File: config.mk
export PLATFORM = sky130hd
export DESIGN_NAME = and_gate_flat
export DESIGN_NICKNAME = d
export VERILOG_FILES = /design/src/rtl/and_gate_if.sv /design/src/rtl/and_gate.sv /design/src/flat_wrapper.sv
export SDC_FILE = /design/constraint.sdc
export NUM_CORES = 1
export LEC_CHECK = 0
export BUFFER_PORTS_ARGS = -buffer_cell sky130_fd_sc_hd__buf_4
export CAP_MARGIN = 10
export CORE_ASPECT_RATIO = 1.1
export CORE_MARGIN = 3
export CORE_UTILIZATION = 30
export CTS_BUF_LIST = sky130_fd_sc_hd__clkbuf_16
export CTS_CLUSTER_SIZE = 25
export DETAILED_ROUTE_END_ITERATION = 7
export GPL_ROUTABILITY_DRIVEN = 0
export PLACE_DENSITY = 0.54
export SLEW_MARGIN = 10
export SYNTH_ARGS = -nofsm -noshare
export SYNTH_HDL_FRONTEND = slang
export SYNTH_SLANG_ARGS = --single-unit
File: constraint.sdc
create_clock -name clk -period 3.9 [get_ports clk]
set_clock_uncertainty 0.15 [all_clocks]
set_input_delay 0.195 -clock clk [delete_from_list [all_inputs] [get_ports clk]]
set_output_delay 0.195 -clock clk [all_outputs]
set_load 0.005 [all_outputs]
File: src/rtl/and_gate_if.sv
// Signal bundle for the and_gate observability cell. The cell has no handshake:
// inputs are sampled every cycle, outputs are level signals valid after settling.
interface and_gate_if #(
  parameter int WIDTH = 1,
  parameter int CNT_W = 16
);
  logic [WIDTH-1:0] A;
  logic [WIDTH-1:0] B;
  logic [WIDTH-1:0] Y;
  logic             en;
  logic [WIDTH-1:0] Y_q;
  logic             Y_all;
  logic             Y_any;
  logic             cov_clr;
  logic [3:0]       cov;
  logic [CNT_W-1:0] rise_cnt;

  modport master (
    output A, B, en, cov_clr,
    input  Y, Y_q, Y_all, Y_any, cov, rise_cnt
  );

  modport slave (
    input  A, B, en, cov_clr,
    output Y, Y_q, Y_all, Y_any, cov, rise_cnt
  );
endinterface

File: src/rtl/and_gate.sv
// Bitwise AND with a registered copy, reduction flags, a saturating count of
// Y_all rising edges and sticky truth-table coverage of bit 0.
module and_gate #(
  parameter int WIDTH = 1,
  parameter int CNT_W = 16
) (
  input  logic     clk,
  input  logic     rst,
  and_gate_if.slave bus
);
  logic [WIDTH-1:0] w_y;
  logic             w_y_all;
  logic             w_y_any;
  logic             w_rise;
  logic             w_cnt_sat;
  logic [1:0]       w_cov_idx;

  logic [WIDTH-1:0] r_y_q;
  logic [3:0]       r_cov;
  logic             r_prev_all;
  logic [CNT_W-1:0] r_rise_cnt;

  // Y is the timing-critical path: kept free of any clock or reset dependency.
  assign w_y       = bus.A & bus.B;
  assign w_y_all   = &w_y;
  assign w_y_any   = |w_y;
  assign w_rise    = w_y_all & ~r_prev_all;
  assign w_cnt_sat = &r_rise_cnt;
  assign w_cov_idx = {bus.A[0], bus.B[0]};

  always_ff @(posedge clk or posedge rst) begin
    if (rst) begin
      r_y_q <= '0;
    end else if (bus.en) begin
      r_y_q <= w_y;
    end
  end

  // Clear beats a same-cycle coverage hit.
  always_ff @(posedge clk or posedge rst) begin
    if (rst) begin
      r_cov <= 4'b0000;
    end else if (bus.cov_clr) begin
      r_cov <= 4'b0000;
    end else begin
      r_cov[w_cov_idx] <= 1'b1;
    end
  end

  // prev_all resets low so a Y_all already high after reset counts as an edge.
  always_ff @(posedge clk or posedge rst) begin
    if (rst) begin
      r_prev_all <= 1'b0;
      r_rise_cnt <= '0;
    end else begin
      r_prev_all <= w_y_all;
      if (w_rise && !w_cnt_sat) begin
        r_rise_cnt <= r_rise_cnt + CNT_W'(1);
      end
    end
  end

  assign bus.Y        = w_y;
  assign bus.Y_all    = w_y_all;
  assign bus.Y_any    = w_y_any;
  assign bus.Y_q      = r_y_q;
  assign bus.cov      = r_cov;
  assign bus.rise_cnt = r_rise_cnt;
endmodule

File: src/flat_wrapper.sv
// flat-port wrapper written by rule: the top's interface ports become plain ports
module and_gate_flat 
#(
  parameter int WIDTH = 1,
  parameter int CNT_W = 16
)
  (clk, rst, bus_A, bus_B, bus_en, bus_cov_clr, bus_Y, bus_Y_q, bus_Y_all, bus_Y_any, bus_cov, bus_rise_cnt);
  and_gate_if #(.WIDTH(WIDTH), .CNT_W(CNT_W)) bus_i ();
  input  logic clk;
  input  logic rst;
  input wire logic [$bits(bus_i.A)-1:0] bus_A;
  input wire logic [$bits(bus_i.B)-1:0] bus_B;
  input wire logic [$bits(bus_i.en)-1:0] bus_en;
  input wire logic [$bits(bus_i.cov_clr)-1:0] bus_cov_clr;
  output wire logic [$bits(bus_i.Y)-1:0] bus_Y;
  output wire logic [$bits(bus_i.Y_q)-1:0] bus_Y_q;
  output wire logic [$bits(bus_i.Y_all)-1:0] bus_Y_all;
  output wire logic [$bits(bus_i.Y_any)-1:0] bus_Y_any;
  output wire logic [$bits(bus_i.cov)-1:0] bus_cov;
  output wire logic [$bits(bus_i.rise_cnt)-1:0] bus_rise_cnt;
  assign bus_i.A = bus_A;
  assign bus_i.B = bus_B;
  assign bus_i.en = bus_en;
  assign bus_i.cov_clr = bus_cov_clr;
  assign bus_Y = bus_i.Y;
  assign bus_Y_q = bus_i.Y_q;
  assign bus_Y_all = bus_i.Y_all;
  assign bus_Y_any = bus_i.Y_any;
  assign bus_cov = bus_i.cov;
  assign bus_rise_cnt = bus_i.rise_cnt;
  and_gate #(.WIDTH(WIDTH), .CNT_W(CNT_W)) u_core (.clk(clk), .rst(rst), .bus(bus_i));
endmodule
==> flow_summary_export.csv, run 1 <==
group,metric,value,unit
place,portBuffers,29,
detailed_routing,dr.first_iter.drc_count,24,
power,combPwrFrac,20.1,%
worst_setup_path,slowest_delay,0.59,ns
timing,relSlewSlack,44.9,%
yosys,synth-seq-cells,22,
global_route,grt_pass1_vias,780,
worst_setup_path,critPathArrivalTime,1.96,ns
detailed_routing,post_drt_wl_per_cell,13.1,um
worst_setup_path,critPathSlowestCell,"or4_4",
clocking,cts_buffers,3,
power,peakVddDrop,0.179,mV
run,max-cap-violations,0,
floorplan,core-area,0.00313,mm2
timing,clock.fmax,504,MHz
floorplan,start_util,32.2,%
place,post-dp-hpwl,1590,um
cells_and_area,finish.utilization,42.7,%
yosys,yosysWarningCount,0,
yosys,post_synth_instance_area,0.00101,mm2
detailed_routing,viasPerCell,4.89,
clocking,clk_pin_slew,0.06,ns
power,power.share.clock,31.8,%
worst_setup_path,crit_buf_inv,0,
clocking,h-tree-depth,1,
worst_setup_path,cp_max_fo,7,
floorplan,die_area,0.00408,mm2
power,p_switching,180,uW
timing,tightest_slew,0.826,ns
worst_setup_path,crit_chain,"nand4_1 > or4_4 > nand2_2 > mux2_1",
yosys,syn_area_per_cell,10.9,um2
cells_and_area,final_cell_area,0.00134,mm2
cells_and_area,final_cells,157,
cells_and_area,final_nets,132,
global_route,overflow,0,
worst_setup_path,cp-end-kind,"register",
timing,setup_violations,0,
hold_path,hold_class,"in -> async",
cells_and_area,areaGrowthSynthToFinish,32.8,%
timing,hold_viol,22,
timing,rsz0062_at_grt,"no",
detailed_routing,wl,2060,um
floorplan,die_height,66.7,um
cells_and_area,diodes,0,
timing,fin_crit_sh,50.8,%
power,cellPowerDensity,497,mW/mm2
detailed_routing,firstDrtPassIters,3,
place,place_area,0.00125,mm2
clocking,clock_sinks,22,
timing,timing.hold.ws,-0.0435,ns
clocking,clock-root-buffer,"clkbuf_16",
global_route,grtUsageTotal,11.7,%
power,p_int,484,uW
clocking,cts_tree,"done",
detailed_routing,vias,767,
yosys,syn_nets,99,
power,netSwitchingFraction,27.1,%
power,power_frac_seq,48.1,%
worst_setup_path,crit_path_start_kind,"register",
floorplan,pin_count,30,
timing,slew_viol_final,0,
worst_setup_path,critPathKind,"reg -> reg",
yosys,syn_inst,92,
yosys,yosysSeqAreaShare,54.7,%
floorplan,die_w,61.2,um
detailed_routing,drc,0,
clocking,clk-insertion-delay-late,0.25,ns
cells_and_area,fill_cells,303,
worst_setup_path,cp_top_family,"simple AND/OR/NAND/NOR gates",
worst_setup_path,required,3.88,ns
global_route,antenna_found_initial,0,
power,power.total,663,uW
timing,final.setup.tns,0,ns
place,dp.cells,153,
global_route,grt_pass1_wl,3530,um
outcome,violations,"hold timing",
detailed_routing,ant_nets,0,
global_route,grt_max_degree,23,
power,p_leak,0.627,nW
outcome,status,"finished, violations left",
yosys,synth_cell_types,27,
floorplan,rows,21,
timing,finalCriticalPeriod,1.98,ns
clocking,clock_path_buffers,2,
cells_and_area,drive_gt1_share,30.9,%
timing,finalWorstSetupSlack,1.92,ns
place,pre_cts_slack,1.93,ns
## cells by family after synthesis
family | synth area share [%]
XOR/XNOR | 11.3
flip-flops | 54.7
adder cells (fa/ha/maj) | 1.24
AND/OR/NAND/NOR | 24.6
buffers and inverters | 2.61
multiplexers | 2.24
AO/OA/AOI/OAI | 3.23
## routing by layer
| layer | routed length (um) | track usage, % | vias to the layer above |
|---|---|---|---|
| met5 | 0 | 0 | - |
| met4 | 22 | 4.07 | 0 |
| met3 | 114 | 2.91 | 3 |
| met2 | 1040 | 18.9 | 23 |
| met1 | 875 | 14.7 | 354 |
| li1 | - | - | 387 |
## Yosys cell counts
cell | number | area [um2]
dfrtp_1 | 22 | 551
nor3_1 | 4 | 20.0
nand2_2 | 1 | 6.26
and4_1 | 1 | 8.76
o21ai_0 | 2 | 10.0
xor2_1 | 6 | 52.6
xnor2_1 | 7 | 61.3
nand3b_1 | 1 | 7.51
nand2_1 | 5 | 18.8
and3b_1 | 1 | 8.76
o21a_1 | 1 | 7.51
buf_4 | 2 | 15.0
ha_1 | 1 | 12.5
nor4_1 | 4 | 25.0
nand3_1 | 7 | 35.0
a21oi_1 | 3 | 15.0
or4_4 | 1 | 11.3
or4b_1 | 1 | 10.0
inv_1 | 3 | 11.3
mux2_2 | 1 | 11.3
nand2b_1 | 1 | 6.26
nand4_1 | 5 | 31.3
nand4_2 | 1 | 12.5
mux2_1 | 1 | 11.3
nor3_2 | 1 | 10.0
nor2_1 | 8 | 30.0
or2_2 | 1 | 6.26
## placed cells by master, fill, tap and decap left out, drive strengths merged, types with 3 or more instances in the layout
master	n
dfrtp	22
nand3	7
buf	29
a21oi	3
xnor2	7
nand4	6
xor2	6
nor3	5
nor4	4
nand2	6
inv	3
clkbuf	3
nor2	8
## what timing repair did
item	4_1_cts	5_1_grt
gates resized for setup	0	0
buffers inserted	0	0
hold endpoints to repair	4	0
hold buffers	1	0
## area by class of cell
cell class	count	area, um2	share of cell area, %
inverters	3	11.3	0.843
repair buffers	30	228	17.0
clock buffers	3	75.1	5.62
flip-flops and latches	22	551	41.2
multi-input cells	65	429	32.1
well taps	34	42.5	3.18
## worst paths after layout
path | start | to | slack (ns) | cells after the start
setup / recovery | u_core.bus.rise_cnt[12]$_DFFE_PP0P_ | u_core.bus.rise_cnt[1]$_DFFE_PP0P_ | 1.92 | 4
hold / removal | rst | u_core.bus.rise_cnt[5]$_DFFE_PP0P_ | -0.04 | 2
setup reg to reg | u_core.bus.rise_cnt[12]$_DFFE_PP0P_ | u_core.bus.rise_cnt[1]$_DFFE_PP0P_ | 1.92 | 4
hold reg to reg | u_core.bus.cov[0]$_DFF_PP0_ | u_core.bus.cov[0]$_DFF_PP0_ | 0.35 | 2
max in group asynchronous | rst | u_core.bus.cov[0]$_DFF_PP0_ | 3.12 | 2
min in group clk | bus_en | u_core.bus.Y_q$_DFFE_PP0P_ | 0.04 | 2
## power groups by stage
stage | sequential (mW) | clock (mW) | combinational, mW
finish | 0.319 | 0.211 | 0.133
floorplan | 0.317 | 0 | 0.0558
global placement | 0.322 | 0 | 0.135
global route | 0.326 | 0.228 | 0.152
CTS | 0.320 | 0.218 | 0.137
detailed placement | 0.324 | 0 | 0.135
## sequential cells by signal, indices dropped and copies added (netlist names)
name and cells:
u_core.r_prev_all 1, u_core.bus.Y_q 1, u_core.bus.cov 4, u_core.bus.rise_cnt 16
Note: power is estimated with default switching activity, not from simulation.
==> inputs of run 2 (changes only) <==
PLACE_DENSITY = 0.56   (was 0.54)
clock period = 1.66 ns   (was 3.9 ns; I/O delays follow)
==> flow_summary_export.csv, run 2 (same netlist as run 1, synthesis figures left out) <==
group,metric,value,unit
global_route,grt_pass1_vias,963,
clocking,clock-root-buffer,"clkbuf_16",
timing,slew_viol_final,0,
clocking,clock_sinks,22,
outcome,status,"finished, violations left",
cells_and_area,drive_gt1_share,51.5,%
worst_setup_path,cp-end-kind,"register",
power,p_leak,0.848,nW
floorplan,core-area,0.00313,mm2
global_route,antenna_found_initial,0,
place,post-dp-hpwl,1860,um
worst_setup_path,critPathArrivalTime,1.78,ns
timing,relSlewSlack,76.4,%
worst_setup_path,crit_chain,"nand4_1 > or4_4 > nand2_2 > mux2_4",
timing,finalCriticalPeriod,1.79,ns
worst_setup_path,critPathSlowestCell,"or4_4",
timing,final.setup.tns,-0.571,ns
cells_and_area,finish.utilization,55.7,%
floorplan,pin_count,30,
clocking,cts_tree,"done",
detailed_routing,post_drt_wl_per_cell,13.4,um
timing,fin_crit_sh,108,%
detailed_routing,viasPerCell,4.89,
detailed_routing,drc,0,
global_route,grtUsageTotal,14.0,%
outcome,violations,"setup timing",
worst_setup_path,critPathKind,"reg -> reg",
global_route,grt_max_degree,23,
worst_setup_path,crit_path_start_kind,"register",
floorplan,die_height,66.7,um
cells_and_area,layout_commonest_cell,"buf_4",
timing,finalWorstSetupSlack,-0.128,ns
clocking,h-tree-depth,1,
floorplan,start_util,32.2,%
clocking,clk-insertion-delay-late,0.25,ns
hold_path,hold_start,"bus_B",
place,portBuffers,29,
clocking,clock_path_buffers,2,
floorplan,die_area,0.00408,mm2
timing,tightest_slew,0.351,ns
hold_path,hold_end,"u_core.bus.cov[0]$_DFF_PP0_",
detailed_routing,vias,964,
detailed_routing,dr.first_iter.drc_count,9,
worst_setup_path,r2r-end,"u_core.bus.rise_cnt[1]$_DFFE_PP0P_",
timing,hold_viol,0,
power,peakVddDrop,0.554,mV
worst_setup_path,r2r_setup_slack,-0.13,ns
clocking,cts_buffers,3,
detailed_routing,firstDrtPassIters,3,
cells_and_area,diodes,0,
power,cellPowerDensity,1070,mW/mm2
cells_and_area,layout_common_cells,"63 x buf_4, 22 x dfrtp_1, 8 x nor2_1",
worst_setup_path,cp_top_family,"simple AND/OR/NAND/NOR gates",
cells_and_area,largest_reg_flops,16,
worst_setup_path,worst_r2r_path_depth,4,
clocking,clk_pin_slew,0.06,ns
timing,setup_violations,8,
worst_setup_path,crit_buf_inv,0,
run,max-cap-violations,0,
detailed_routing,wl,2630,um
place,pre_cts_slack,-0.146,ns
worst_setup_path,cp_max_fo,4,
hold_path,holdPathStages,4,
worst_setup_path,slowest_delay,0.59,ns
cells_and_area,areaGrowthSynthToFinish,73.0,%
worst_setup_path,r2r_start,"u_core.bus.rise_cnt[8]$_DFFE_PP0P_",
cells_and_area,final_nets,172,
floorplan,rows,21,
worst_setup_path,required,1.65,ns
timing,clock.fmax,559,MHz
floorplan,die_w,61.2,um
global_route,overflow,0,
hold_path,hold_class,"in -> reg",
detailed_routing,ant_nets,0,
timing,rsz0062_at_grt,"yes",
global_route,grt_pass1_wl,4260,um
run 2: worst max path at each step:
stage | from | endpoint | cells after the start
after floorplan | u_core.bus.rise_cnt[5]$_DFFE_PP0P_ | u_core.bus.rise_cnt[1]$_DFFE_PP0P_ | 4
after global placement | u_core.bus.rise_cnt[9]$_DFFE_PP0P_ | u_core.bus.rise_cnt[1]$_DFFE_PP0P_ | 4
after detailed placement | u_core.bus.rise_cnt[9]$_DFFE_PP0P_ | u_core.bus.rise_cnt[1]$_DFFE_PP0P_ | 4
after CTS | u_core.bus.rise_cnt[10]$_DFFE_PP0P_ | u_core.bus.rise_cnt[1]$_DFFE_PP0P_ | 4
after global routing | u_core.bus.rise_cnt[8]$_DFFE_PP0P_ | u_core.bus.rise_cnt[1]$_DFFE_PP0P_ | 4
final | u_core.bus.rise_cnt[8]$_DFFE_PP0P_ | u_core.bus.rise_cnt[1]$_DFFE_PP0P_ | 4
run 2: cell type report:
cell class                 instances  area, um2
timing repair buffer              70        546
multi-input combinational         65        515
clock buffer                       3       75.1
tap                               34       42.5
sequential                        22        551
fill                             280       1390
inverter                           3       11.3
run 2: what timing repair did:
action,in CTS,in global routing
pin swaps,1,2
endpoints found under the setup margin,9,14
resized for setup,7,9
hold buffers,5,0
hold endpoints to repair,27,0
buffers inserted,1,3
run 2: per-layer routing:
metal / share of wire (%) / vias to the layer above / track usage, % / wire length [um]
li1: - / 469 / - / -
met1: 41 / 469 / 17.2 / 1090
met2: 54 / 24 / 25.3 / 1420
met3: 4.2 / 2 / 2.33 / 110
met4: 0.65 / 0 / 2.44 / 17
met5: 0 / - / 0 / 0
run 2: power breakdown:
group          switching, mW  leakage, nW  total [mW]  internal, mW
Sequential            0.0956        0.284       0.723         0.628
Clock                  0.190       0.0370       0.508         0.318
Combinational          0.238        0.526       0.636         0.397
run 2: metrics by stage:
stage / area, um2 / hold WS [ns] / instances / total power [mW]
after global routing: 1740 / 0.0601 / 197 / 1.98
after global placement: 1500 / -0.00765 / 185 / 1.22
final: 1740 / 0.0341 / 197 / 1.87
after CTS: 1660 / 0.0314 / 194 / 1.80
after detailed placement: 1500 / -0.000580 / 185 / 1.24
after floorplan: 1010 / -0.0778 / 92 / 0.884
run 2: tightest hold or removal path: stages:
cell,delay [ns]
buf_4,0.10
inv_1,0.06
a21oi_1,0.12
nor2_1,0.05
